**config.mk**
```make
export PLATFORM = sky130hd
export DESIGN_NAME = npcg_toggle_mnc_n_init_multi
export DESIGN_NICKNAME = d
export VERILOG_FILES = /design/src/rtl/npcg_toggle_mnc_n_init_multi_pkg.sv /design/src/rtl/npcg_way_iter.sv /design/src/rtl/npcg_toggle_mnc_n_init_multi.sv
export SDC_FILE = /design/constraint.sdc
export NUM_CORES = 1
export LEC_CHECK = 0
export ABC_AREA = 1
export CAP_MARGIN = 20
export CORE_MARGIN = 4
export CORE_UTILIZATION = 46
export DETAILED_ROUTE_END_ITERATION = 8
export HOLD_SLACK_MARGIN = 0.05
export PLACE_DENSITY = 0.8
export SYNTH_ARGS = -nofsm -noshare
export SYNTH_HDL_FRONTEND = slang
export SYNTH_SLANG_ARGS = --single-unit
export TNS_END_PERCENT = 30
```
**constraint.sdc**
```tcl
create_clock -name iSystemClock -period 2.3 [get_ports iSystemClock]
set_input_delay 0.46 -clock iSystemClock [delete_from_list [all_inputs] [get_ports iSystemClock]]
set_output_delay 0.46 -clock iSystemClock [all_outputs]
set_load 0.05 [all_outputs]
```
**src/rtl/npcg_toggle_mnc_n_init_multi_pkg.sv**
```systemverilog
// rtl/npcg_toggle_mnc_n_init_multi_pkg.sv - shared constants and state encoding for the NAND init sequencer
package npcg_toggle_mnc_n_init_multi_pkg;

    localparam logic [5:0] INIT_OPCODE    = 6'b101100;
    localparam logic [4:0] INIT_TARGET_ID = 5'b00101;

    localparam int PCMD_CAL_BIT   = 3;
    localparam int PCMD_TIMER_BIT = 0;
    localparam logic [7:0] PCMD_NONE  = 8'h00;
    localparam logic [7:0] PCMD_CAL   = 8'b1 << PCMD_CAL_BIT;
    localparam logic [7:0] PCMD_TIMER = 8'b1 << PCMD_TIMER_BIT;

    localparam logic [7:0] CMD_RESET_FF = 8'hFF;
    localparam logic [7:0] CMD_RESET_FC = 8'hFC;
    localparam logic [7:0] CMD_RESET_FA = 8'hFA;

    localparam logic [2:0] TIMER_OPTION = 3'b001;

    localparam logic [1:0] MODE_FC = 2'b01;
    localparam logic [1:0] MODE_FA = 2'b10;

    typedef enum logic [8:0] {
        S_RESET   = 9'b000000001,
        S_READY   = 9'b000000010,
        S_CAL_REQ = 9'b000000100,
        S_CAL_D0  = 9'b000001000,
        S_CAL_D1  = 9'b000010000,
        S_TM_REQ  = 9'b000100000,
        S_TM_WAIT = 9'b001000000,
        S_NEXT    = 9'b010000000,
        S_DONE    = 9'b100000000
    } state_t;

    // Mode 2'b11 deliberately falls back to the plain FFh reset.
    function automatic logic [7:0] reset_byte(input logic [1:0] mode);
        case (mode)
            MODE_FC: reset_byte = CMD_RESET_FC;
            MODE_FA: reset_byte = CMD_RESET_FA;
            default: reset_byte = CMD_RESET_FF;
        endcase
    endfunction

endpackage

```
**src/rtl/npcg_way_iter.sv**
```systemverilog
// rtl/npcg_way_iter.sv - lowest-set-bit selector and remaining-way bookkeeping for a way mask
module npcg_way_iter #(
    parameter int Width = 4
) (
    input  logic [Width-1:0] mask,
    output logic [Width-1:0] lowest,
    output logic [Width-1:0] cleared,
    output logic             any
);

    assign lowest  = mask & (~mask + Width'(1));
    assign cleared = mask & ~lowest;
    assign any     = |mask;

endmodule

```
**src/rtl/npcg_toggle_mnc_n_init_multi.sv**
```systemverilog
// rtl/npcg_toggle_mnc_n_init_multi.sv - Toggle MNC reset + timer-loop initialisation sequencer
module npcg_toggle_mnc_n_init_multi
    import npcg_toggle_mnc_n_init_multi_pkg::*;
#(
    parameter int NumberOfWays = 4,
    parameter int LoopCount    = 10,
    parameter int LoopCntWidth = 4,
    parameter int TimerCycles  = 99
) (
    input  logic                    iSystemClock,
    input  logic                    iReset,
    input  logic [5:0]              iOpcode,
    input  logic [4:0]              iTargetID,
    input  logic [4:0]              iSourceID,
    input  logic                    iCMDValid,
    output logic                    oCMDReady,
    input  logic [NumberOfWays-1:0] iWaySelect,
    input  logic [1:0]              iResetMode,
    input  logic [7:0]              iLUNAddress,
    input  logic                    iSequential,
    output logic                    oStart,
    output logic                    oLastStep,
    input  logic [7:0]              iPM_Ready,
    input  logic [7:0]              iPM_LastStep,
    output logic [7:0]              oPM_PCommand,
    output logic [2:0]              oPM_PCommandOption,
    output logic [NumberOfWays-1:0] oPM_TargetWay,
    output logic [15:0]             oPM_NumOfData,
    output logic                    oPM_CASelect,
    output logic [7:0]              oPM_CAData
);

    localparam logic [LoopCntWidth-1:0] LOOP_LAST = LoopCntWidth'(LoopCount - 1);
    localparam logic [15:0]             TIMER_NUM = 16'(TimerCycles);

    state_t                  state;
    logic [4:0]              src_id;
    logic [NumberOfWays-1:0] way_mask;
    logic [1:0]              mode;
    logic [7:0]              lun;
    logic                    seq;
    logic [LoopCntWidth-1:0] loop_cnt;

    logic                    pm_ready;
    logic                    pcg_start;
    logic [NumberOfWays-1:0] iter_mask;
    logic [NumberOfWays-1:0] iter_lowest;
    logic [NumberOfWays-1:0] iter_cleared;
    logic                    iter_any;
    logic                    unused_bits;

    assign pm_ready  = iPM_Ready[5:0] == 6'h3F;
    assign pcg_start = (iOpcode == INIT_OPCODE) && (iTargetID == INIT_TARGET_ID) && iCMDValid;
    assign oStart    = pcg_start && (state == S_READY);
    assign oLastStep = state == S_DONE;

    // The requester ID is kept for the dispatcher's bookkeeping but never leaves this block.
    assign unused_bits = ^{src_id, iPM_Ready[7:6], iPM_LastStep[7:1]};

    // In READY the iterator looks at the incoming mask so the first target is known at acceptance.
    assign iter_mask = (state == S_READY) ? iWaySelect : way_mask;

    npcg_way_iter #(.Width(NumberOfWays)) u_way_iter (
        .mask    (iter_mask),
        .lowest  (iter_lowest),
        .cleared (iter_cleared),
        .any     (iter_any)
    );

    always_ff @(posedge iSystemClock or posedge iReset) begin
        if (iReset) begin
            state              <= S_RESET;
            src_id             <= '0;
            way_mask           <= '0;
            mode               <= '0;
            lun                <= '0;
            seq                <= 1'b0;
            loop_cnt           <= '0;
            oCMDReady          <= 1'b0;
            oPM_PCommand       <= PCMD_NONE;
            oPM_PCommandOption <= '0;
            oPM_TargetWay      <= '0;
            oPM_NumOfData      <= '0;
            oPM_CASelect       <= 1'b0;
            oPM_CAData         <= '0;
        end else begin
            case (state)
                S_RESET: begin
                    state     <= S_READY;
                    oCMDReady <= 1'b1;
                end
                S_READY: begin
                    if (pcg_start) begin
                        oCMDReady <= 1'b0;
                        src_id    <= iSourceID;
                        way_mask  <= iWaySelect;
                        mode      <= iResetMode;
                        lun       <= iLUNAddress;
                        seq       <= iSequential;
                        loop_cnt  <= '0;
                        if (!iter_any) begin
                            state <= S_DONE;
                        end else begin
                            state         <= S_CAL_REQ;
                            oPM_PCommand  <= PCMD_CAL;
                            oPM_NumOfData <= (iResetMode == MODE_FA) ? 16'd1 : 16'd0;
                            oPM_TargetWay <= iSequential ? iter_lowest : iWaySelect;
                        end
                    end
                end
                S_CAL_REQ: begin
                    if (pm_ready) begin
                        state         <= S_CAL_D0;
                        oPM_PCommand  <= PCMD_NONE;
                        oPM_NumOfData <= '0;
                        oPM_CASelect  <= 1'b0;
                        oPM_CAData    <= reset_byte(mode);
                    end
                end
                S_CAL_D0, S_CAL_D1: begin
                    if (state == S_CAL_D0 && mode == MODE_FA) begin
                        state        <= S_CAL_D1;
                        oPM_CASelect <= 1'b1;
                        oPM_CAData   <= lun;
                    end else begin
                        state              <= S_TM_REQ;
                        oPM_CASelect       <= 1'b0;
                        oPM_CAData         <= '0;
                        oPM_PCommand       <= PCMD_TIMER;
                        oPM_PCommandOption <= TIMER_OPTION;
                        oPM_NumOfData      <= TIMER_NUM;
                    end
                end
                S_TM_REQ: begin
                    if (pm_ready) begin
                        state              <= S_TM_WAIT;
                        oPM_PCommand       <= PCMD_NONE;
                        oPM_PCommandOption <= '0;
                        oPM_NumOfData      <= '0;
                    end
                end
                S_TM_WAIT: begin
                    if (iPM_LastStep[0]) begin
                        if (loop_cnt == LOOP_LAST) begin
                            state         <= S_NEXT;
                            oPM_TargetWay <= '0;
                            if (seq) way_mask <= iter_cleared;
                        end else begin
                            state              <= S_TM_REQ;
                            loop_cnt           <= loop_cnt + 1'b1;
                            oPM_PCommand       <= PCMD_TIMER;
                            oPM_PCommandOption <= TIMER_OPTION;
                            oPM_NumOfData      <= TIMER_NUM;
                        end
                    end
                end
                S_NEXT: begin
                    loop_cnt <= '0;
                    // Served bit was already dropped on leaving TM_WAIT, so any set bit is still pending.
                    if (seq && iter_any) begin
                        state         <= S_CAL_REQ;
                        oPM_PCommand  <= PCMD_CAL;
                        oPM_NumOfData <= (mode == MODE_FA) ? 16'd1 : 16'd0;
                        oPM_TargetWay <= iter_lowest;
                    end else begin
                        state <= S_DONE;
                    end
                end
                S_DONE: begin
                    state     <= S_READY;
                    oCMDReady <= 1'b1;
                end
                default: begin
                    state              <= S_READY;
                    loop_cnt           <= '0;
                    oCMDReady          <= 1'b1;
                    oPM_PCommand       <= PCMD_NONE;
                    oPM_PCommandOption <= '0;
                    oPM_TargetWay      <= '0;
                    oPM_NumOfData      <= '0;
                    oPM_CASelect       <= 1'b0;
                    oPM_CAData         <= '0;
                end
            endcase
        end
    end

endmodule

```
# --- Word-level counts from Yosys, hierarchy flattened ---
# Index checks and enable logic that the tools add are counted.
totals:
  regBits: 69
  elab_cells: 132
  n_memories: 0
  latch_bits: 0
  inputBits: 50
  mem_bits_ro: 0
  ram_bits: 0
classes:
  n_shift: 0
  n_mux: 58
  n_eq_ne: 27
  n_div: 0
  add_sub_neg: 2
  bitwise: 9
  n_reduce_logical: 23
  magnitude_cmp: 0
  n_mul: 0
op_table:
  columns: ["cell", "n"]
  rows:
  - ["$mux 16", 7]
  - ["$pmux 16 s6", 1]
  - ["$mux 8", 10]
  - ["$mux 4", 14]
  - ["$mux 9", 6]
  - ["$pmux 9 s6", 1]
  - ["$pmux 8 s6", 1]
  - ["$pmux 8 s3", 1]
  - ["$ne 2x2->1 const B", 10]
  - ["$reduce_or 6->1", 3]
  - ["$pmux 4 s4", 1]
  - ["$eq 6x6->1 const B", 2]
  - ["$mux 3", 4]
  - ["$pmux 3 s4", 1]
  - ["$pmux 4 s3", 1]
  - ["$reduce_and 5->1", 2]
  - ["$eq 9x1->1 const B", 1]
  - ["$eq 9x2->1 const B", 1]
  - ["$eq 9x3->1 const B", 1]
  - ["$eq 9x4->1 const B", 1]
  - ["$eq 9x5->1 const B", 1]
  - ["$eq 9x6->1 const B", 1]
  - ["$eq 9x7->1 const B", 1]
  - ["$eq 9x8->1 const B", 1]
  - ["25 further kinds", 46]

# --- Logic depth before layout (Yosys ltp) ---
# Gate-level depths: netlist (run 1).
logic_depth:
  word_depth: 11
  mapped_depth: 15
  ltp_nobuf: 14

# --- Hierarchy ---
# A second synthesis (run 1) with hierarchy kept.
hier_totals:
  hier_cells: 438
  hier_area_um2: 3148.0
by_module_without_submodules:
  columns: ["module", "area_per_inst_um2", "cells_per_inst", "instances", "seq_area_each_um2"]
  rows:
  - ["npcg_toggle_mnc_n_init_multi", 3074.2, 422, 1, 1177.4]
  - ["npcg_way_iter", 73.8, 16, 1, 0.0]

# --- Worst setup path before layout (run 1) ---
# OpenSTA, ideal clock, no wires.
synth_timing:
  path_type: "register to output"
  from: "register state[5]"
  to: "output port oLastStep"
  t_arrival_ns: 1.715
  setup_slack_ns: 0.125
  path_stages_with_launch: 4
  cell_sequence: "dfrtp_1 -> nor2_2 -> nand2_2 -> nor3_1"
synth_between:
  elab_chain_len: 1
synth_lines:
  columns: ["item", "line", "source"]
  rows:
  - ["start: declaration", "npcg_toggle_mnc_n_init_multi.sv:36", "state_t state;"]
  - ["start signal: assignment", "npcg_toggle_mnc_n_init_multi.sv:72", "state <= S_RESET;"]
  - ["start signal: assignment", "npcg_toggle_mnc_n_init_multi.sv:89", "state <= S_READY;"]
  - ["start signal: assignment", "npcg_toggle_mnc_n_init_multi.sv:102", "state <= S_DONE;"]
  - ["$eq 9x9->1", "npcg_toggle_mnc_n_init_multi.sv:55", "assign oLastStep = state == S_DONE;"]
  - ["end: declaration", "npcg_toggle_mnc_n_init_multi.sv:22", "output logic oLastStep,"]
# No other way between the ends.

# --- Worst setup path after layout (run 1) ---
layout_timing:
  from: "register state[5]"
  to: "output port oStart"
layout_between:
  elab_chain_len: 2
layout_lines:
  columns: ["item", "line", "source"]
  rows:
  - ["$eq 9x2->1", "npcg_toggle_mnc_n_init_multi.sv:54", "assign oStart = pcg_start && (state == S_READY);"]
  - ["$logic_and 1x1->1", "npcg_toggle_mnc_n_init_multi.sv:54", null]
  - ["end: declaration", "npcg_toggle_mnc_n_init_multi.sv:21", "output logic oStart,"]
# No other way between the ends.

==> results.txt, run 1 <==
The run finished with clean final reports. Setup repair after global routing left no endpoint under its margin. The fraction of the yosys area taken by sequential cells came out at 41.5%.

The maximum fanout along the worst path is 14. Together, buffers and inverters on the worst path number 2. The final RePlAce weighted congestion came out at between 0.9 and 1. The via count of the first global-routing pass came out at 2442.

Across the run, the number of max-cap violations was 0. The proportion of power drawn by the clock network came out at between 10% and 20%. The arrival time of data at the critical path endpoint is 1710 ps. The synthesized design contains 47 register bits. 0 antenna diodes ended up in the layout. The growth of design area from synthesis to finish is 24.4%. The largest family of logic cells by synthesized area is simple AND/OR/NAND/NOR gates. The proportion of total power due to net switching is 48.3%. TritonCTS built the clock tree. For this design the top-level I/O count stands at between 90 and 100. CTS saw between 40 and 50 sinks. The fraction of the mapped netlist area in simple logic gates came out at 32.3%. The critical path goes through nor2_2 > nand2_2 > inv_2 > nand3_4 > nor2_2 > buf_12. The share of post-route cells with drive strength above 1 is 9.26%. The summed negative setup slack over all endpoints came out at 0 ps. The cell with the most instances on the worst path is sky130_fd_sc_hd__nor2_2. Setup violations remaining at the end of the flow were counted as 0. Between clock sinks in the finished design, the worst skew comes to between 8 and 9 ps.

The latest clock arrival within the worst-skew pair is 300 ps. The adder and majority cell fraction of the synthesized area is 2.21%. The clock edge transition at the registers on the reported setup and hold paths came out at 90 ps. The number of cell rows is 28. The layout has 546 filler cells. The maximum number of buffers from clock root to sink came out at 2. The number of I/O port buffers is 58.

The achievable clock frequency is 461 MHz. The tree is rooted in a sky130_fd_sc_hd__clkbuf_8. The area occupied by multi-input gates is about 0.0013 mm^2. The min-delay analysis places its worst path in the category in -> async. The compound-cell area share of the yosys netlist came out at 8.74%. The residual antenna-violating net count after detailed routing is 0.

The mux share of post-synthesis cell area is 0.353%. The via density per instance is approximately 5.0. Grouping stages by cell kind, the critical path spends the most delay in simple AND/OR/NAND/NOR gates.

The slack of the worst reg-to-reg path is 240 ps. Leaving out fill and tap cells, the most frequent cells in the layout are sky130_fd_sc_hd__nand2_1, sky130_fd_sc_hd__clkdlybuf4s50_1, sky130_fd_sc_hd__inv_1. IR analysis of the VDD net gives a maximum drop of between 0.4 and 0.5 mV. The detailed-placement wirelength estimate is 5280 um. In this run the tightest slew margin relative to its limit is between 50% and 60%.

The count of cells in the finished layout, fillers not included, comes to 518. The register area came out at 0.00118 mm^2. The portion of total power attributed to sequential cells is 32.3%. The netlist area before placement is 0.00284 mm^2. The required time reported for the critical path endpoint came out at about 1800 ps. The worst setup path is launched from a flip-flop.

Of the total power, combinational logic draws 53.3%. From left edge to right edge, the die measures 86.5 um. The power density over the cells came out at 938 mW/mm^2.

The starting density of the core is 47.6%. The number of max-slew violations in the final report was 0. The final route contains roughly 2.6k vias. The CTS buffer count is 5. The initial antenna violation count came out at 0.

The count of mapped cells out of synthesis came out at 380. The parity-gate share of the synthesized area counting xor and xnor cells is 0.618%. The internal power component is ~1.7 mW.

Dividing the detail-routed wire length by the instance count gives ~13 um. The number of remaining DRC errors came out at 0. The largest individual stage delay along the critical path comes from the cell sky130_fd_sc_hd__dfrtp_1. The total global routing track utilization came out at 18.5%. The largest stage delay on the critical path came out at 410 ps. The H-tree was split into 2 levels. The detailed router's first-iteration violation count is 213. For this run the aggregate overflow at the end of global routing stands at 0. From bottom edge to top edge, the die measures 86.5 um. The total leakage power is 1.88 nW. Leaving out fill and tap cells, the most frequent cell in the layout is sky130_fd_sc_hd__nand2_1.

The setup path with the least slack is of type reg -> out. The worst setup path is captured at a primary output. The number of warnings reported in the yosys synthesis log came out at 0. The transition at the pin with the smallest max-transition slack came out at about 630 ps. The net total in the final layout is 498. The final wirelength is roughly 6500 um. The post-synthesis area per instance came out at 7.46 um^2.

The post-synthesis cell type count is 35. Counting I/O delays and the setup requirement, the final critical path takes 2170 ps. The wire length of the first global-routing pass came out at 11000 um.

The area of the placeable core came out at roughly 0.0060 mm^2. The largest net degree at the start of global routing is 23. The share of the clock period used by the worst path came out at 94.3%. The floorplan step defined a die boundary enclosing 0.00748 mm^2.

After detailed placement, the design holds a cell count of approximately 500. The hold violation count in the final report is 0. The first-pass iteration count of the detailed router is 4. The net switching power of the design is 1.60 mW.
## cells by family (layout without fill, tap and decap cells)
group | count (synthesis) | after routing
mux | 1 | 1
buf+inv | 82 | 125
compound gates | 46 | 46
flops | 47 | 47
other cells | 1 | 21
simple gates | 196 | 196
xor+xnor | 2 | 2
fa+ha+maj | 5 | 5
## metrics by stage
stage | hold slack, ps | setup slack [ps] | area (um^2) | power, mW | utilization, %
after detailed placement | 470 | 19.0 | 3440 | 2.84 | 57.8
after global placement | 455 | 112 | 3440 | 2.81 | 57.8
final | 459 | 130 | 3530 | 3.31 | 59.2
after CTS | 470 | 56.5 | 3520 | 3.32 | 59.2
after global routing | 500 | 26.2 | 3530 | 3.54 | 59.2
after floorplan | 481 | 125 | 2910 | 2.41 | -
## cell usage after synthesis
library cell,number,area [um^2]
sky130_fd_sc_hd__a211oi_1,1,7.51
sky130_fd_sc_hd__o21ai_0,24,120
sky130_fd_sc_hd__nand3_2,1,10.0
sky130_fd_sc_hd__nor2_2,2,12.5
sky130_fd_sc_hd__nor3b_1,2,15.0
sky130_fd_sc_hd__o21bai_1,1,7.51
sky130_fd_sc_hd__nand3_4,2,35.0
sky130_fd_sc_hd__nand2_1,111,417
sky130_fd_sc_hd__nand3_1,25,125
sky130_fd_sc_hd__dfrtp_1,46,1150
sky130_fd_sc_hd__dfstp_2,1,26.3
sky130_fd_sc_hd__a31oi_1,2,12.5
sky130_fd_sc_hd__nor3_2,1,10.0
sky130_fd_sc_hd__nand4_2,1,12.5
sky130_fd_sc_hd__or2_1,1,6.26
sky130_fd_sc_hd__nor2_4,5,56.3
sky130_fd_sc_hd__nand2_2,5,31.3
sky130_fd_sc_hd__xor2_1,2,17.5
sky130_fd_sc_hd__buf_2,2,10.0
sky130_fd_sc_hd__nand4_1,4,25.0
sky130_fd_sc_hd__buf_4,22,165
sky130_fd_sc_hd__mux2i_1,1,10.0
sky130_fd_sc_hd__conb_1,1,3.75
sky130_fd_sc_hd__o21ai_1,7,35.0
sky130_fd_sc_hd__nand2_4,1,11.3
sky130_fd_sc_hd__o22ai_1,4,25.0
sky130_fd_sc_hd__inv_2,9,33.8
sky130_fd_sc_hd__nand3b_1,1,7.51
sky130_fd_sc_hd__ha_1,5,62.6
sky130_fd_sc_hd__inv_1,48,180
sky130_fd_sc_hd__nor3_1,11,55.1
sky130_fd_sc_hd__nor2_1,23,86.3
sky130_fd_sc_hd__o211ai_1,2,15.0
sky130_fd_sc_hd__a21oi_1,5,25.0
sky130_fd_sc_hd__buf_6,1,11.3
## power by group through the flow
| stage | logic [mW] | clock network (mW) | registers, mW |
|---|---|---|---|
| after floorplan | 1.07 | 0 | 1.34 |
| after global placement | 1.73 | 0 | 1.08 |
| after detailed placement | 1.75 | 0 | 1.09 |
| after CTS | 1.76 | 0.491 | 1.07 |
| after global routing | 1.92 | 0.533 | 1.09 |
| final | 1.76 | 0.477 | 1.07 |
## worst paths after layout
path                                      startpoint                          end  cells after the start
hold / removal                                iReset    oPM_CAData[3]$_DFFE_PP0P_                      2
max in group asynchronous                     iReset         state[0]$_DFFE_PP1P_                      3
setup / recovery                state[5]$_DFFE_PP0P_                       oStart                      6
min in group iSystemClock  oPM_CAData[0]$_DFFE_PP0P_    oPM_CAData[0]$_DFFE_PP0P_                      2
hold reg to reg            oPM_CAData[0]$_DFFE_PP0P_    oPM_CAData[0]$_DFFE_PP0P_                      2
setup reg to reg                state[0]$_DFFE_PP1P_  oPM_PCommand[0]$_DFFE_PP0P_                      9
## state kept, by name (all words and copies together), names as in the netlist, 2 cells and up
register       cells
oPM_CAData         8
oPM_NumOfData      2
loop_cnt           4
mode               2
state              9
lun                8
oPM_PCommand       2
way_mask           4
oPM_TargetWay      4
## worst register-to-register path, delay by kind of cell (launching register included)
kind / cells / cell delay (ps)
AND/OR/NAND/NOR: 8 / 1210
flip-flops: 1 / 600
buffers and inverters: 1 / 150
## metal layers
metal / vias up / routed length, um / global-route usage, %
li1: 1281 / - / -
met5: - / 0 / 0
met1: 1189 / 2800 / 23.7
met3: 10 / 462 / 4.47
met4: 0 / 89 / 5.95
met2: 91 / 3140 / 30.7
## area by class of cell
| cell class | count | share of cell area, % |
|---|---|---|
| multi-input combinational | 271 | 37.9 |
| sequential | 47 | 33.4 |
| tap | 75 | 2.66 |
| timing repair buffer | 61 | 17.7 |
| inverter | 57 | 6.07 |
| clock inverter | 2 | 0.390 |
| clock buffer | 5 | 1.95 |
## repair_timing
| action | 4_1_cts | 5_1_grt |
|---|---|---|
| gates resized for setup | 0 | 1 |
| endpoints found under the setup margin | 0 | 1 |
| setup buffers | 0 | 0 |
| hold buffers | 0 | 0 |
No activity file was read; power rests on OpenSTA's default activity.
==> run 2, diff against run 1 <==
Settings changed: CTS_CLUSTER_DIAMETER set to 60.
==> results of run 2 <==
The final DEF is identical to that of run 1; final timing and power are the same.
